`src/rtl/shift_issue_stage.sv`:
```
// Decode-and-issue stage feeding the barrel shifter: decodes MIPS32r2 SPECIAL shift/rotate
// instructions into {data, amount, op, rd} and buffers them in a 2-entry FIFO with valid/ready.
module shift_issue_stage (
    input  logic        clk,
    input  logic        rst,
    input  logic        in_valid,
    output logic        in_ready,
    input  logic [31:0] in_instr,
    input  logic [31:0] in_rs_data,
    input  logic [31:0] in_rt_data,
    input  logic        flush,
    output logic        out_valid,
    input  logic        out_ready,
    output logic [31:0] out_data,
    output logic [4:0]  out_amount,
    output logic [2:0]  out_op,
    output logic [4:0]  out_rd,
    output logic        o_reject
);

    typedef enum logic [2:0] {
        OP_SLL = 3'b001,
        OP_SRL = 3'b010,
        OP_SRA = 3'b100,
        OP_ROR = 3'b110
    } shift_op_e;

    typedef struct packed {
        logic [31:0] data;
        logic [4:0]  amount;
        logic [2:0]  op;
        logic [4:0]  rd;
    } entry_t;

    entry_t     head_q, tail_q, dec_entry;
    logic [1:0] count_q;
    logic       dec_legal;
    shift_op_e  dec_op;
    logic [4:0] dec_amount;
    logic       accept, push, pop;

    // The rt field is implied by in_rt_data and only the low 5 bits of rs form an amount.
    logic unused_bits;
    assign unused_bits = ^{in_rs_data[31:5], in_instr[20:16]};

    // NOTE: every signal gets a default before the case so no path leaves it unassigned (no latch).
    always_comb begin
        dec_legal  = 1'b0;
        dec_op     = OP_SLL;
        dec_amount = in_instr[10:6];
        if (in_instr[31:26] == '0) begin
            case (in_instr[5:0])
                6'b000000: dec_legal = (in_instr[25:21] == '0);
                6'b000010: begin
                    dec_legal = (in_instr[25:22] == '0);
                    dec_op    = in_instr[21] ? OP_ROR : OP_SRL;
                end
                6'b000011: begin
                    dec_legal = (in_instr[25:21] == '0);
                    dec_op    = OP_SRA;
                end
                6'b000100: begin
                    dec_legal  = (in_instr[10:6] == '0);
                    dec_amount = in_rs_data[4:0];
                end
                6'b000110: begin
                    dec_legal  = (in_instr[10:7] == '0);
                    dec_op     = in_instr[6] ? OP_ROR : OP_SRL;
                    dec_amount = in_rs_data[4:0];
                end
                6'b000111: begin
                    dec_legal  = (in_instr[10:6] == '0);
                    dec_op     = OP_SRA;
                    dec_amount = in_rs_data[4:0];
                end
                default: dec_legal = 1'b0;
            endcase
        end
        dec_entry = '{data: in_rt_data, amount: dec_amount, op: dec_op, rd: in_instr[15:11]};
    end

    assign in_ready  = (count_q != 2'd2);
    assign out_valid = (count_q != 2'd0);
    assign accept    = in_valid & in_ready & ~flush;
    assign push      = accept & dec_legal;
    assign pop       = out_valid & out_ready & ~flush;

    // NOTE: entry storage is reset as well because the output fields must read zero after reset.
    always_ff @(posedge clk) begin
        if (rst) begin
            count_q  <= 2'd0;
            head_q   <= '0;
            tail_q   <= '0;
            o_reject <= 1'b0;
        end else if (flush) begin
            count_q  <= 2'd0;
            o_reject <= 1'b0;
        end else begin
            o_reject <= accept & ~dec_legal;
            case ({push, pop})
                2'b10: begin
                    if (count_q == 2'd0) head_q <= dec_entry;
                    else                 tail_q <= dec_entry;
                    count_q <= count_q + 2'd1;
                end
                2'b01: begin
                    // With one entry left the head simply holds its last value.
                    if (count_q == 2'd2) head_q <= tail_q;
                    count_q <= count_q - 2'd1;
                end
                // Push implies count<2 and pop implies count>0, so both means count==1.
                2'b11: head_q <= dec_entry;
                default: ;
            endcase
        end
    end

    assign out_data   = head_q.data;
    assign out_amount = head_q.amount;
    assign out_op     = head_q.op;
    assign out_rd     = head_q.rd;

endmodule
```
`config.mk`:
```
export PLATFORM = sky130hd
export DESIGN_NAME = shift_issue_stage
export DESIGN_NICKNAME = d
export VERILOG_FILES = /design/src/rtl/shift_issue_stage.sv
export SDC_FILE = /design/constraint.sdc
export NUM_CORES = 1
export LEC_CHECK = 0
export ABC_AREA = 1
export CAP_MARGIN = 10
export CORE_MARGIN = 2
export CORE_UTILIZATION = 50
export CTS_BUF_LIST = sky130_fd_sc_hd__clkbuf_4
export CTS_CLUSTER_DIAMETER = 80
export CTS_CLUSTER_SIZE = 14
export DETAILED_ROUTE_END_ITERATION = 16
export PLACE_DENSITY_LB_ADDON = 0.05
export SYNTH_ARGS = -nofsm -noshare
export SYNTH_HDL_FRONTEND = slang
export SYNTH_SLANG_ARGS = --single-unit
```
`constraint.sdc`:
```
create_clock -name clk -period 3.03 [get_ports clk]
set_input_delay 0.303 -clock clk [delete_from_list [all_inputs] [get_ports clk]]
set_output_delay 0.303 -clock clk [all_outputs]
set_load 0.1 [all_outputs]
```
After elaboration in Yosys (flattened, before gate mapping)
Cells that the tools add are included.
Operators by class
  add/sub/neg operators: 2
  eq/ne operators: 12
  multiplexer cells: 12
  bitwise operators: 9
  reduce and logical (&&, ||, !) cells: 17
Operator list (number)
  case mux 45 bit (3 select lines): 1
  2-to-1 mux 45 bit: 2
  == test 6 x 3 -> 1 bit (second input constant): 3
  == test 6 x 2 -> 1 bit (second input constant): 2
  logical NOT 6 bit: 2
  logical NOT 5 bit: 2
  2-to-1 mux 5 bit: 2
  2-to-1 mux 3 bit: 3
  case mux 3 bit (3 select lines): 1
  logical NOT 4 bit: 2
  OR reduction 2 bit: 4
  bitwise AND 1 bit: 6
  == test 2 bit (second input constant): 3
  != test 2 bit (second input constant): 3
  case mux 1 bit (4 select lines): 1
  case mux 2 bit (2 select lines): 1
  AND reduction 4 bit: 1
  nonzero test 2 bit: 2
  NOT 1 bit: 3
  AND reduction 3 bit: 1
  nonzero test 3 bit: 1
  OR reduction 3 bit: 1
  adder 2 x 1 -> 2 bit (second input constant): 1
  == test 2 x 1 -> 1 bit (second input constant): 1
  other kinds (3): 3
Storage, ports and cells
  register bits: 93
  input port bits: 101
  output and inout bits: 48
  word-level logic and storage cells: 62

Depth between registers and ports, before layout
Gate-level depths: netlist of the first run.
  word-level depth: 8
  gate-level depth with buffers: 16
  gate-level depth less buffers: 14

Worst setup path before layout of the first run
No wires, ideal clock.
  path kind: register to register
  start: register count_q[0]
  end: register head_q, in the netlist out_amount[4]
  setup time: 0.118 ns
  arrival time: 2.179 ns
  required time: 2.912 ns
  slack: 0.733 ns
  stages on the path, launching flop included: 13
  path buffers: 2
  period minus slack after synthesis: 2.297 ns
  cell sequence: dfxtp_1 inv_2 nand2_2 nand3_1 nor2_1 inv_1 ha_1 buf_2 a21oi_4 nand2_2 buf_2 a21oi_1 a21oi_1
On the way
  word-level cells in the longest chain between the ends: 7
  elaborated cells on any way between the ends: 17
  classes of those cells: eq/ne (7); mux (1); bitwise (5); reduce/logical (4)
Ends and longest elaborated chain
  from (decl): line 36  | logic [1:0] count_q;
  from (signal assigned): line 104  | count_q <= count_q + 2'd1;
  from (signal assigned): line 109  | count_q <= count_q - 2'd1;
  != test 2 bit *: line 82  | assign in_ready = (count_q != 2'd2);
  net in_ready: line 7  | output logic in_ready,
  bitwise AND 1 bit * (2 in a row): line 84  | assign accept = in_valid & in_ready & ~flush;
  bitwise AND 1 bit *: line 85  | assign push = accept & dec_legal;
  == test 2 x 1 -> 1 bit or == test 2 bit (tied branches): line 100  | case ({push, pop})
  != test 2 bit (no line) or nonzero test 3 bit (tied branches)
  AND reduction 4 bit (no line)
  to (signal assigned): line 102  | if (count_q == 2'd0) head_q <= dec_entry;
  to (signal assigned): line 108  | if (count_q == 2'd2) head_q <= tail_q;
  to (signal assigned): line 112  | 2'b11: head_q <= dec_entry;
  to (decl): line 35  | entry_t head_q, tail_q, dec_entry;
The timed path passes the listed nets; every way through them passes the cells marked *.
A chain may end at the register's enable or synchronous reset.

Worst setup path after layout of the first run
  start: input in_instr[1]
  end: register count_q[1]
On the way
  word-level cells in the longest chain between the ends: 7
  elaborated cells on any way between the ends: 15
  classes of those cells: eq/ne (7); mux (3); bitwise (1); reduce/logical (4)
Ends and longest elaborated chain
  from (decl): line 8  | input logic [31:0] in_instr,
  == test 6 x 3 -> 1 bit (tied with other cells): line 52  | case (in_instr[5:0])
  OR reduction 2 bit (no line)
  case mux 1 bit (4 select lines) *: line 52
  2-to-1 mux 1 bit *: line 51  | if (in_instr[31:26] == '0) begin
  bitwise AND 1 bit *: line 85
  == test 2 x 1 -> 1 bit or == test 2 bit (tied branches): line 100
  case mux 2 bit (2 select lines) or nonzero test 2 bit (tied branches)
Every way passes the cells marked *; elsewhere a longest branch is shown, timed or not.

==> impl_metrics.tcl, run 1 <==
set metrics [dict create \
    port_buffers 116 \
    power_density_nw_per_um2 365 \
    synth.mux.area_fraction_pct 0 \
    synth_warnings 0 \
    clock-skew-final_ps 16.0 \
    grt-ovfl-total 0 \
    ir_drop_mv 0.193 \
    routedWlPerCell_um 13.0 \
    post_cts_resized 0 \
    antenna_found_initial 0 \
    total_leakage_power_nw 2.16 \
    avgSynthCellArea_um2 6.86 \
    via_per_inst 5.12 \
    cts_hold_buf 0 \
    slew_violations 0 \
    core-area_um2 8220 \
    place_hpwl_um 7120 \
    post-place-cells 809 \
    clkLatencyLatePin_ps 430 \
    fmax_mhz 419 \
    setup.worst_path.start "in_instr[1]" \
    tightest_slew_ps 977 \
    reg2reg_from "count_q[0]" \
    drtIter0Drc 251 \
    cts_tree "yes" \
    clkTransAtPathRegs_ps 150 \
    finalPower_w 0.00201 \
    synthXorXnorAreaFrac_pct 0 \
    synth_top_family_by_area "simple AND/OR/NAND/NOR gates" \
    maxCapViolCount 0 \
    post-route-drc-count 0 \
    dr_total_vias 4220 \
    period_share_pct 78.8 \
    htreeDepth 3 \
    syn_to_final_growth_pct 30.4 \
    r2r-end "count_q[1]" \
    netlist_area_um2 4230 \
    outcome "finished, final reports clean" \
    io_pins 149 \
    synth_seq_area_share_pct 44.0 \
    tns_ps 0 \
    hold_violations 0 \
    worst-path-max-fanout 42 \
    grt_pass1_vias 3969 \
    synthSimpleGateAreaFrac_pct 28.5 \
    fin_cells 825 \
    rrSetupSlack_ps 800 \
    die_w_um 96.0 \
    post-place-ws_ps 254 \
    final_nets 819 \
    worst_ep_arrival_time_ps 2750 \
    r2r_cells 13 \
    clockBufferDepth 2 \
    gp_congestion 0.794 \
    cts_sinks 93 \
    slew_headroom_pct 34.7 \
    drive_gt1_share_pct 7.22 \
    synth_nets 721 \
    fp.dieH_um 96.0 \
    fin_crit_ps 2390 \
    hp-class "in -> reg" \
    rsz0062_at_grt "false" \
    ant_nets 0 \
    root_buffer "clkbuf_4" \
    yosysUniqueCellTypes 25 \
    synthAdderAreaFrac_pct 0.887 \
    cts_setup_buffers 0 \
    grt.total_usage_pct 24.4 \
    grt_pass1_wl_um 17800 \
    synth-seq-cells 93 \
    start_kind "input pin" \
    dieArea_um2 9210 \
    synth_compound_area_share_pct 17.4 \
    fin_ws_ps 642 \
    synthCells 617 \
    cp-end-kind "register" \
    grt_max_degree 61 \
    rows 33 \
    whs_ps 433 \
    worstPathRequired_ps 3400 \
    drt_pre_antenna_iters 4 \
    start_util_pct 51.5 \
    finalSetupViolCount 0 \
    fillers 746 \
    path_class "in -> reg" \
    routed_wl_um 10700 \
    cts_made_buffers 9 \
    antenna_cells 0 \
    crit_path_end "count_q[1]" \
]
-- area by class of cell --
type                    count  area, um^2  area share, %
clock buffers              10        75.1           1.36
multi-input cells         438        1980           35.9
well taps                 105         131           2.38
inverters                  44         165           2.99
clock inverters             6        47.5          0.862
flip-flops and latches     93        1860           33.8
repair buffers            129        1250           22.7
-- cells in the mapped netlist, drive strengths merged --
library cell / number / share of area [%]
nand2: 215 / 19
a21oi: 93 / 12
dfxtp: 93 / 44
nand3: 50 / 6.0
inv: 44 / 3.9
o21ai: 39 / 4.6
nor2: 26 / 2.4
buf: 24 / 3.7
clkbuf: 18 / 1.6
o21bai: 5 / 0.89
ha: 3 / 0.89
nand4: 2 / 0.30
nor3: 2 / 0.24
nor3b: 1 / 0.18
o211ai: 1 / 0.18
o21a: 1 / 0.18
-- routing by layer --
layer	vias to the layer above	part of all wire [%]	global-route usage [%]
li1	2180	-	-
met1	1912	45	28.7
met2	113	49	44.2
met3	15	5.2	4.93
met4	0	1.7	7.50
met5	-	0	0
-- state kept, by name, indices dropped and copies added (netlist names) --
name / cells
out_op: 3
out_rd: 5
out_data: 32
o_reject: 1
tail_q: 45
out_amount: 5
count_q: 2
-- placed cells by master (no fill, tap or decap), drive strengths merged --
master / instances
clkinvlp: 4
nor3: 2
inv: 45
o21bai: 5
clkdlybuf4s50: 105
clkinv: 1
o21ai: 39
nand3: 50
a21oi: 93
buf: 24
o21a: 1
nor2: 26
nand2: 215
dfxtp: 93
nand4: 2
o211ai: 1
clkbuf: 10
nor3b: 1
ha: 3
-- critical path, stage by stage --
cell             delay, ps
clkdlybuf4s50_1        520
inv_1                   70
nor2_1                 120
nor2_1                  50
o21ai_0                160
nand2_1                 90
nor2_1                 130
inv_1                   80
ha_1                   240
buf_4                  220
inv_2                   90
buf_12                 210
o21ai_0                160
nor2_1                 120
nor2_1                  50
nor3_1                 110
-- cells by family after synthesis --
family          Yosys count
flops                    93
fa+ha+maj                 3
compound gates          139
buf+inv                  86
simple gates            296
-- worst min path at each step --
| stage | start | to | slack (ps) | depth (start not counted) |
|---|---|---|---|---|
| final | in_rt_data[10] | tail_q[23] | 430 | 3 |
| after global routing | in_rt_data[12] | tail_q[25] | 390 | 3 |
| after CTS | in_rt_data[10] | tail_q[23] | 410 | 3 |
| after detailed placement | tail_q[31] | tail_q[31] | 440 | 2 |
| after global placement | tail_q[43] | tail_q[43] | 430 | 2 |
| after floorplan | tail_q[36] | tail_q[36] | 420 | 2 |
-- metrics by stage --
stage	cell area (um^2)	utilization, %
after floorplan	4230	-
after global placement	5390	65.6
after detailed placement	5390	65.6
after CTS	5520	67.1
after global routing	5520	67.1
final	5520	67.1
-- power by group --
part           leakage, nW  internal [W]  total, W  switching [W]
registers            0.749       0.00122   0.00122   0.0000000982
clock network       0.0552      0.000182  0.000608       0.000426
logic                 1.35     0.0000993  0.000182      0.0000830
total                 2.16       0.00150   0.00201       0.000509
No activity file was read; power rests on OpenSTA's default activity.
==> inputs of run 2 (changes only) <==
- CORE_UTILIZATION: 50 -> 47
- clock period: 3.03 -> 2.5 ns (I/O delays scaled with it)
==> run 2 against run 1 <==
Against the previous run: total power increased by 27%; highest routed layer unchanged; via count increased by 1.3%; largest power group unchanged; first-iteration DRC count decreased by 30%; critical endpoint is now out_amount[4]; clock-buffer cell count decreased by 1; largest cell class unchanged.
==> impl_metrics.tcl, run 2 (same netlist as run 1, synthesis figures left out) <==
set metrics [dict create \
    finalSetupViolCount 0 \
    drtIter0Drc 176 \
    largest-register "tail_q" \
    syn_to_final_growth_pct 32.0 \
    dieArea_um2 9780 \
    port_buffers 116 \
    grt_max_degree 61 \
    cts_setup_buffers 0 \
    htreeDepth 3 \
    start_util_pct 48.5 \
    post-place-cells 824 \
    clockBufferDepth 2 \
    via_per_inst 5.09 \
    post-route-drc-count 0 \
    rows 34 \
    grt.total_usage_pct 22.2 \
    maxCapViolCount 0 \
    clkTransAtPathRegs_ps 160 \
    fp.dieH_um 98.9 \
    clock-skew-final_ps 15.6 \
    cts_made_buffers 9 \
    grt_pass1_wl_um 17800 \
    cts_hold_buf 0 \
    slew_violations 0 \
    antenna_found_initial 1 \
    path_class "in -> reg" \
    total_leakage_power_nw 2.33 \
    fin_cells 840 \
    clkLatencyLatePin_ps 450 \
    final_nets 831 \
    whs_ps 362 \
    hold_violations 0 \
    dr_total_vias 4274 \
    cts_sinks 93 \
    multiInputGateArea_um2 1980 \
    hp-class "in -> reg" \
    period_share_pct 84.4 \
    seq_area_um2 1860 \
    ant_nets 0 \
    worst_ep_arrival_time_ps 2470 \
    die_w_um 98.9 \
    cp-end-kind "register" \
    layout_commonest_cell "nand2_1" \
    core-area_um2 8720 \
    drive_gt1_share_pct 13.8 \
    cts_tree "yes" \
    worstPathRequired_ps 2870 \
    ir_drop_mv 0.330 \
    worst-path-max-fanout 21 \
    gp_congestion 0.852 \
    tns_ps 0 \
    fmax_mhz 474 \
    fillers 810 \
    start_kind "input pin" \
    io_pins 149 \
    routed_wl_um 11000 \
    routedWlPerCell_um 13.0 \
    final_cell_mix "nand2_1 (212), dfxtp_1 (93), a21oi_1 (91)" \
    rsz0062_at_grt "false" \
    largest_register_ffs 45 \
    post_cts_resized 0 \
    tightest_slew_ps 900 \
    root_buffer "clkbuf_4" \
    fin_crit_ps 2110 \
    slew_headroom_pct 40.0 \
    place_hpwl_um 7560 \
    grt_pass1_vias 3825 \
    drt_pre_antenna_iters 4 \
    outcome "finished, final reports clean" \
    grt-ovfl-total 0 \
    power_density_nw_per_um2 459 \
]
-- run 2: critical path, stage by stage --
cell and delay (ps):
clkdlybuf4s50_1 490, inv_1 60, nor2_1 120, nor2_1 60, o21ai_0 150, nand2_1 80, nor2_1 120, inv_1 70
ha_1 260, a21oi_4 230, nand2_2 120, buf_12 170, nand2_1 70, nand2_1 50, a21oi_1 150
-- run 2: path summary, 6_finish.rpt --
kind	startpoint	end	slack [ps]	cells past startpoint
worst max-delay path	in_instr[1]	out_amount[4]	390	15
worst min-delay path	in_rt_data[10]	tail_q[23]	360	3
worst max register to register	count_q[0]	out_amount[4]	450	12
worst min register to register	tail_q[36]	tail_q[36]	460	2
-- run 2: per-layer routing --
metal  wire [um]  up-vias  track usage, %  part of all wire, %
met5           0        -               0                    0
met4         238        0            7.90                  2.2
met3         496       15            3.97                  4.5
met2        5300       92            36.9                   48
met1        4920     1967            29.0                   45
li1            -     2200               -                    -
-- run 2: layout make-up --
class                   instances  area share, %
diodes                          1         0.0448
clock buffers                   9           1.21
clock inverters                 6           1.32
inverters                      44           2.96
multi-input cells             438           35.5
flip-flops and latches         93           33.3
well taps                     108           2.42
repair buffers                141           23.3
-- run 2: per-stage QoR --
stage | cell area [um^2] | setup slack (ps) | power, W | utilization [%]
global route | 5590 | 127 | 0.00266 | 64.0
detailed placement | 5440 | -58.1 | 0.00174 | 62.4
global placement | 5440 | -16.7 | 0.00174 | 62.4
finish | 5590 | 391 | 0.00256 | 64.0
CTS | 5580 | 402 | 0.00258 | 64.0
floorplan | 4230 | 203 | 0.00160 | -
-- run 2: power by group --
part	leakage [nW]	internal (W)	switching, W	total, W
registers	0.749	0.00148	0.000000128	0.00148
clock network	0.0701	0.000310	0.000542	0.000852
logic	1.51	0.000124	0.000102	0.000227
total	2.33	0.00192	0.000645	0.00256
